File: src/rtl/reg_scoreboard_if.sv
// Decode/writeback bundle for the register-hazard scoreboard.
//   master : decode stage and writeback. It drives the instruction fields,
//            the flush and the long-op completion, and it sees the
//            issue/stall decision.
//   slave  : the scoreboard itself.
// Signals:
//   id_valid, id_rs, id_rt, id_rs_used, id_rt_used, id_rd, id_rd_wr, id_lat
//            : the instruction held in decode.
//   ex_flush : squashes the decode instruction in this cycle.
//   wb_done, wb_rd : a long op completes, and the register it writes.
//   stall, issue, busy_vec, long_full : the scoreboard's decision and its state.
interface reg_scoreboard_if #(
  parameter int NREGS = 32
);
  logic             id_valid;
  logic [4:0]       id_rs;
  logic [4:0]       id_rt;
  logic             id_rs_used;
  logic             id_rt_used;
  logic [4:0]       id_rd;
  logic             id_rd_wr;
  logic [1:0]       id_lat;
  logic             ex_flush;
  logic             wb_done;
  logic [4:0]       wb_rd;
  logic             stall;
  logic             issue;
  logic [NREGS-1:0] busy_vec;
  logic             long_full;

  modport master (
    output id_valid, id_rs, id_rt, id_rs_used, id_rt_used,
           id_rd, id_rd_wr, id_lat, ex_flush, wb_done, wb_rd,
    input  stall, issue, busy_vec, long_full
  );

  modport slave (
    input  id_valid, id_rs, id_rt, id_rs_used, id_rt_used,
           id_rd, id_rd_wr, id_lat, ex_flush, wb_done, wb_rd,
    output stall, issue, busy_vec, long_full
  );
endinterface

File: src/rtl/reg_scoreboard.sv
// Register-hazard scoreboard and issue controller for the decode stage.
// It tracks destinations that have pending multi-cycle writes. Loads use a
// fixed countdown. Long ops (mul/div) stay busy until writeback reports that
// they are done. Each cycle the block decides whether the decode instruction
// issues or stalls. A stall holds PC and IF/ID and inserts a bubble into EX.
// Ports:
//   clk   : rising-edge clock.
//   rst_n : synchronous, active-low reset.
//   sb    : reg_scoreboard_if.slave. It carries the decode fields, the flush,
//           the writeback completion, and the stall/issue/busy_vec/long_full
//           outputs.
module reg_scoreboard #(
  parameter int NREGS    = 32,
  parameter int LOAD_LAT = 1,
  parameter int MAX_LONG = 2
) (
  input logic             clk,
  input logic             rst_n,
  reg_scoreboard_if.slave sb
);
  localparam int LW = (LOAD_LAT < 1) ? 1 : $clog2(LOAD_LAT + 1);
  localparam int CW = (MAX_LONG < 1) ? 1 : $clog2(MAX_LONG + 1);

  localparam logic [1:0] LAT_LOAD = 2'd1;
  localparam logic [1:0] LAT_LONG = 2'd2;

  logic [LW-1:0]    ld_cnt [NREGS];
  logic [NREGS-1:0] lg;
  logic [CW-1:0]    long_cnt;

  logic [NREGS-1:0] busy;
  logic             long_full;
  logic             raw_a, raw_b, waw, struct_haz;
  logic             go, stall, issue;
  logic             issue_ld, issue_lg, wb_hit;

  // Busy view of the registered state only. A wb_done in this cycle is not
  // bypassed, so a reader of that register stalls one more cycle.
  always_comb begin
    // NOTE: give every always_comb output a default before any conditional
    // logic. A path that leaves an output unassigned infers a latch.
    busy = '0;
    for (int r = 0; r < NREGS; r++) begin
      busy[r] = (ld_cnt[r] != '0) | lg[r];
    end
    busy[0] = 1'b0;
  end

  assign long_full  = (long_cnt == CW'(MAX_LONG));

  assign raw_a      = sb.id_rs_used & (sb.id_rs != 5'd0) & busy[sb.id_rs];
  assign raw_b      = sb.id_rt_used & (sb.id_rt != 5'd0) & busy[sb.id_rt];
  assign waw        = sb.id_rd_wr   & (sb.id_rd != 5'd0) & busy[sb.id_rd];
  assign struct_haz = (sb.id_lat == LAT_LONG) & long_full;

  // A flush overrides everything: the squashed instruction neither stalls
  // nor issues, so it leaves no state behind.
  assign go    = sb.id_valid & ~sb.ex_flush;
  assign stall = go & (raw_a | raw_b | waw | struct_haz);
  assign issue = go & ~stall;

  // Writes to r0 are never tracked. That applies to loads and long ops alike.
  assign issue_ld = issue & sb.id_rd_wr & (sb.id_rd != 5'd0) & (sb.id_lat == LAT_LOAD);
  assign issue_lg = issue & sb.id_rd_wr & (sb.id_rd != 5'd0) & (sb.id_lat == LAT_LONG);

  // A completion counts only when it names a register that is still pending.
  // Any other completion is ignored and does not touch long_cnt.
  assign wb_hit = sb.wb_done & lg[sb.wb_rd];

  always_ff @(posedge clk) begin
    if (!rst_n) begin
      // NOTE: this countdown array is ordinary flops, not a RAM. It must be
      // cleared because busy decodes it directly.
      for (int r = 0; r < NREGS; r++) begin
        ld_cnt[r] <= '0;
      end
      lg       <= '0;
      long_cnt <= '0;
    end else begin
      // NOTE: sequential state uses non-blocking assignments, so every
      // register here samples values from before this edge.
      for (int r = 1; r < NREGS; r++) begin
        if (issue_ld && (sb.id_rd == 5'(r))) begin
          ld_cnt[r] <= LW'(LOAD_LAT);
        end else if (ld_cnt[r] != '0) begin
          ld_cnt[r] <= ld_cnt[r] - 1'b1;
        end

        // A set and a clear cannot meet here. A pending register blocks a
        // new long issue to it through the WAW stall, and a clear needs
        // lg[r] already set.
        if (issue_lg && (sb.id_rd == 5'(r))) begin
          lg[r] <= 1'b1;
        end else if (wb_hit && (sb.wb_rd == 5'(r))) begin
          lg[r] <= 1'b0;
        end
      end
      ld_cnt[0] <= '0;
      lg[0]     <= 1'b0;

      // A long issue and a completion in the same cycle cancel out.
      // Saturation guards keep the counter from wrapping.
      case ({issue_lg, wb_hit})
        2'b10: if (!long_full)         long_cnt <= long_cnt + 1'b1;
        2'b01: if (long_cnt != '0)     long_cnt <= long_cnt - 1'b1;
        default: ;
      endcase
    end
  end

  assign sb.busy_vec  = busy;
  assign sb.long_full = long_full;
  assign sb.stall     = stall;
  assign sb.issue     = issue;
endmodule

File: src/flat_wrapper.sv
// flat-port wrapper written by rule: the top's interface ports become plain ports
module reg_scoreboard_flat 
#(
  parameter int NREGS    = 32,
  parameter int LOAD_LAT = 1,
  parameter int MAX_LONG = 2
)
  (clk, rst_n, sb_id_valid, sb_id_rs, sb_id_rt, sb_id_rs_used, sb_id_rt_used, sb_id_rd, sb_id_rd_wr, sb_id_lat, sb_ex_flush, sb_wb_done, sb_wb_rd, sb_stall, sb_issue, sb_busy_vec, sb_long_full);
  reg_scoreboard_if #(.NREGS(NREGS)) sb_i ();
  input logic clk;
  input logic rst_n;
  input wire logic [$bits(sb_i.id_valid)-1:0] sb_id_valid;
  input wire logic [$bits(sb_i.id_rs)-1:0] sb_id_rs;
  input wire logic [$bits(sb_i.id_rt)-1:0] sb_id_rt;
  input wire logic [$bits(sb_i.id_rs_used)-1:0] sb_id_rs_used;
  input wire logic [$bits(sb_i.id_rt_used)-1:0] sb_id_rt_used;
  input wire logic [$bits(sb_i.id_rd)-1:0] sb_id_rd;
  input wire logic [$bits(sb_i.id_rd_wr)-1:0] sb_id_rd_wr;
  input wire logic [$bits(sb_i.id_lat)-1:0] sb_id_lat;
  input wire logic [$bits(sb_i.ex_flush)-1:0] sb_ex_flush;
  input wire logic [$bits(sb_i.wb_done)-1:0] sb_wb_done;
  input wire logic [$bits(sb_i.wb_rd)-1:0] sb_wb_rd;
  output wire logic [$bits(sb_i.stall)-1:0] sb_stall;
  output wire logic [$bits(sb_i.issue)-1:0] sb_issue;
  output wire logic [$bits(sb_i.busy_vec)-1:0] sb_busy_vec;
  output wire logic [$bits(sb_i.long_full)-1:0] sb_long_full;
  assign sb_i.id_valid = sb_id_valid;
  assign sb_i.id_rs = sb_id_rs;
  assign sb_i.id_rt = sb_id_rt;
  assign sb_i.id_rs_used = sb_id_rs_used;
  assign sb_i.id_rt_used = sb_id_rt_used;
  assign sb_i.id_rd = sb_id_rd;
  assign sb_i.id_rd_wr = sb_id_rd_wr;
  assign sb_i.id_lat = sb_id_lat;
  assign sb_i.ex_flush = sb_ex_flush;
  assign sb_i.wb_done = sb_wb_done;
  assign sb_i.wb_rd = sb_wb_rd;
  assign sb_stall = sb_i.stall;
  assign sb_issue = sb_i.issue;
  assign sb_busy_vec = sb_i.busy_vec;
  assign sb_long_full = sb_i.long_full;
  reg_scoreboard #(.NREGS(NREGS), .LOAD_LAT(LOAD_LAT), .MAX_LONG(MAX_LONG)) u_core (.clk(clk), .rst_n(rst_n), .sb(sb_i));
endmodule
File: config.mk
export PLATFORM = sky130hd
export DESIGN_NAME = reg_scoreboard_flat
export DESIGN_NICKNAME = d
export VERILOG_FILES = /design/src/rtl/reg_scoreboard_if.sv /design/src/rtl/reg_scoreboard.sv /design/src/flat_wrapper.sv
export SDC_FILE = /design/constraint.sdc
export NUM_CORES = 1
export LEC_CHECK = 0
export CAP_MARGIN = 10
export CELL_PAD_IN_SITES_DETAIL_PLACEMENT = 2
export CELL_PAD_IN_SITES_GLOBAL_PLACEMENT = 2
export CORE_ASPECT_RATIO = 0.8
export CORE_UTILIZATION = 33
export CTS_BUF_LIST = sky130_fd_sc_hd__clkbuf_16
export CTS_CLUSTER_SIZE = 25
export DETAILED_ROUTE_END_ITERATION = 6
export GPL_TIMING_DRIVEN = 0
export PLACE_DENSITY_LB_ADDON = 0.1
export REMOVE_ABC_BUFFERS = 1
export SYNTH_ARGS = -nofsm -noshare
export SYNTH_HDL_FRONTEND = slang
export SYNTH_SLANG_ARGS = --single-unit
File: constraint.sdc
create_clock -name clk -period 3.65 [get_ports clk]
set_clock_uncertainty 0.2 [all_clocks]
set_input_delay 0.365 -clock clk [delete_from_list [all_inputs] [get_ports clk]]
set_output_delay 0.365 -clock clk [all_outputs]
set_load 0.01 [all_outputs]
==> results of run 1 <==
==> path summary, 6_finish.rpt <==
check	depth (start not counted)	end	slack (ns)	start
worst min register to register	2	u_core.lg[25]$_SDFFE_PN0P_	0.33	u_core.lg[25]$_SDFFE_PN0P_
worst max register to register	15	u_core.long_cnt[0]$_SDFFE_PN0P_	0.18	u_core.ld_cnt[0][3]$_SDFFCE_PN0P_
worst max-delay path	9	sb_issue	0.1	sb_id_rd[0]
worst min-delay path	3	u_core.lg[27]$_SDFFE_PN0P_	0.23	rst_n
==> sequential cells by signal, indices dropped and copies added (netlist names) <==
signal,count
u_core.lg,31
u_core.long_cnt,2
u_core.ld_cnt,31
==> cell families (layout without fill, tap and decap cells) <==
family                   count (synthesis)  in the layout  synth area share
AND/OR/NAND/NOR                        195            196             0.235
AO/OA/AOI/OAI                          124            124             0.206
buffers and inverters                   71            132            0.0815
flip-flops                              64             64             0.339
multiplexers                            27             27             0.132
adder cells (fa/ha/maj)                  2              2           0.00588
other                                    1              1          0.000882
==> cell usage in the layout, fill, tap and decap left out, drive strengths merged, types with 3 or more instances in the layout <==
| cell type | netlist | final |
|---|---|---|
| a211oi | 3 | 3 |
| a21oi | 10 | 10 |
| a22oi | 8 | 8 |
| a31oi | 3 | 3 |
| and2 | 3 | 3 |
| buf | 24 | 21 |
| clkbuf | 13 | 11 |
| clkdlybuf4s15 | 0 | 3 |
| clkdlybuf4s50 | 0 | 52 |
| dfxtp | 48 | 48 |
| dlygate4sd2 | 0 | 3 |
| edfxtp | 16 | 16 |
| inv | 34 | 37 |
| mux2 | 3 | 3 |
| mux4 | 22 | 22 |
| nand2 | 30 | 30 |
| nand2b | 3 | 3 |
| nand3 | 21 | 22 |
| nand3b | 9 | 9 |
| nand4 | 3 | 3 |
| nor2 | 70 | 70 |
| nor2b | 25 | 25 |
| nor3 | 10 | 10 |
| nor3b | 5 | 5 |
| nor4 | 3 | 3 |
| o211ai | 37 | 37 |
| o21ai | 19 | 19 |
| o31ai | 32 | 32 |
| or2 | 6 | 6 |
==> power groups by stage <==
stage                     logic [mW]  registers [mW]  clock network, mW
after floorplan                0.131           0.755                  0
after global placement         0.274           0.757                  0
after detailed placement       0.285           0.758                  0
after CTS                      0.303           0.743              0.922
after global routing           0.339           0.743              0.958
final                          0.323           0.743              0.920
==> layout make-up <==
type | instances | area share
clock buffers | 9 | 0.0417
clock inverters | 7 | 0.0148
inverters | 34 | 0.0236
multi-input cells | 350 | 0.467
flip-flops and latches | 64 | 0.267
well taps | 171 | 0.0396
repair buffers | 82 | 0.146
==> critical path: stages <==
cell and delay (ns):
clkdlybuf4s15_2 0.36, and2b_4 0.45, a22oi_1 0.12, o211ai_1 0.21
a41oi_1 0.24, nor3_4 0.34, nand3_4 0.13, nor3b_1 0.21
clkdlybuf4s50_1 0.57
==> routing by layer <==
metal,GRT usage,routed length [um]
met4,0.107,580
met2,0.436,8400
met3,0.0553,1310
met1,0.365,7720
met5,0,0
==> what timing repair did <==
action	in CTS	in global routing
pin swaps	1	5
cloned	1	0
setup endpoints to repair	82	15
setup buffers	4	12
gates resized for setup	28	11
==> run summary, run 1 <==
Status: finished, final reports clean
Worst slew pin tran: 0.920 ns
1st-iter DRT viols: 239
Combinational power share: 0.163
Crit share post-route: 0.974
Initial Util: 0.343
# Max-Cap Violations: 0
Post-route cell area: 5400 um^2
Internal: 1.45 mW
Final worst slack: 0.0967 ns
Post-Place Cells: 684
Sequential share of power: 0.374
Synthesized instance count: 484
Drt drc: 0
Die area: 13300 um^2
Area after DPL: 4930 um^2
Share of the synthesized area in the top cell type: 0.226
Initial antenna violation count: 0
Via count: 4267
Vias/cell: 5.95
Routability congestion estimate: 0.873
Top post-synthesis cells by area: dfxtp_1, edfxtp_1, mux4_2, o211ai_1, nor2_1
Post-synth EDFFs: 16
Min Tclk post-route: 3.55 ns
FP Rows: 36
Ant. Diodes: 0
Final Hold Vio Count: 0
WS Path Type: in -> out
CTS tree: yes
Peak supply drop: 224 uV
CTS Sinks: 64
CTS buffer count: 9
NetSw: 0.537 mW
Clk buf depth: 2
Sequential element share of the synthesized area: 0.339
Final setup fails: 0
Floorplan core area: 12400 um^2
Global route overflow: 0
Critical path startpoint category: input port
Maximum number of pins on one net before global-route repair: 53
Post-synthesis async set-or-reset flop share: 0
Ys Warns: 0
Arrival @ worst endpoint: 2.99 ns
Max-slew headroom: 0.385
Synth Area per Inst: 8.78 um^2
Largest fanout on the critical path: 13
HP Class: in -> reg
I/O Pins: 65
Fill cells: 1348
Most numerous cell in the Yosys netlist: nor2_1
Total power: 1.99 mW
Setup tns final: 0 ns
Die Width: 129 um
Die height: 104 um
Worst skew pair latency: 0.35 ns
CP Capture Type: output pin
Pre-antenna DRT Iters: 4
Pleak: 2.01 nW
Area of the multi-input gates: 2520 um^2
Pwr Density: 368 nW/um^2
Clock Power Share: 0.463
Layout overhead on the synthesized area: 27.0%
# hold bufs at CTS: 0
Net count, final: 573
Primary FF master, synth: dfxtp_1
Global-route wire length before repair: 26700 um
Port Buffer Count: 63
Clock root cell: clkbuf_16
Fmax: 281 MHz
Synth top cells by count: nor2_1, dfxtp_1, o211ai_1
Sw frac: 0.270
Max-slew violations: 0
Netlist cell types: 59
Vias in the first global route: 4489
Reg clk slew, reported paths: 0.06 ns
Synth Cell Area: 4250 um^2
FF/Latch Area: 1440 um^2
Seq cells post-synth: 64
Post-place setup slack: -1.38 ns
Final HPWL DP: 12600 um
Share of cells above drive strength 1: 0.156
Cell taking the most area after synthesis: dfxtp_1
GR Util All Layers: 0.275
Worst EP required: 3.08 ns
Hold slack: 0.233 ns
Wirelength per Cell: 25.1 um
Detail Route Antenna Nets: 0
Total wire length: 18000 um
Non-Filler Instances: 717
H-Tree Depth: 3
Final Util: 0.436
Note: power is estimated with default switching activity, not from simulation.
==> run 2: changes to the inputs <==
CAP_MARGIN = 20   (was 10)
==> results of run 2 <==
No change in the layout: final DEF, timing and power equal those of run 1.
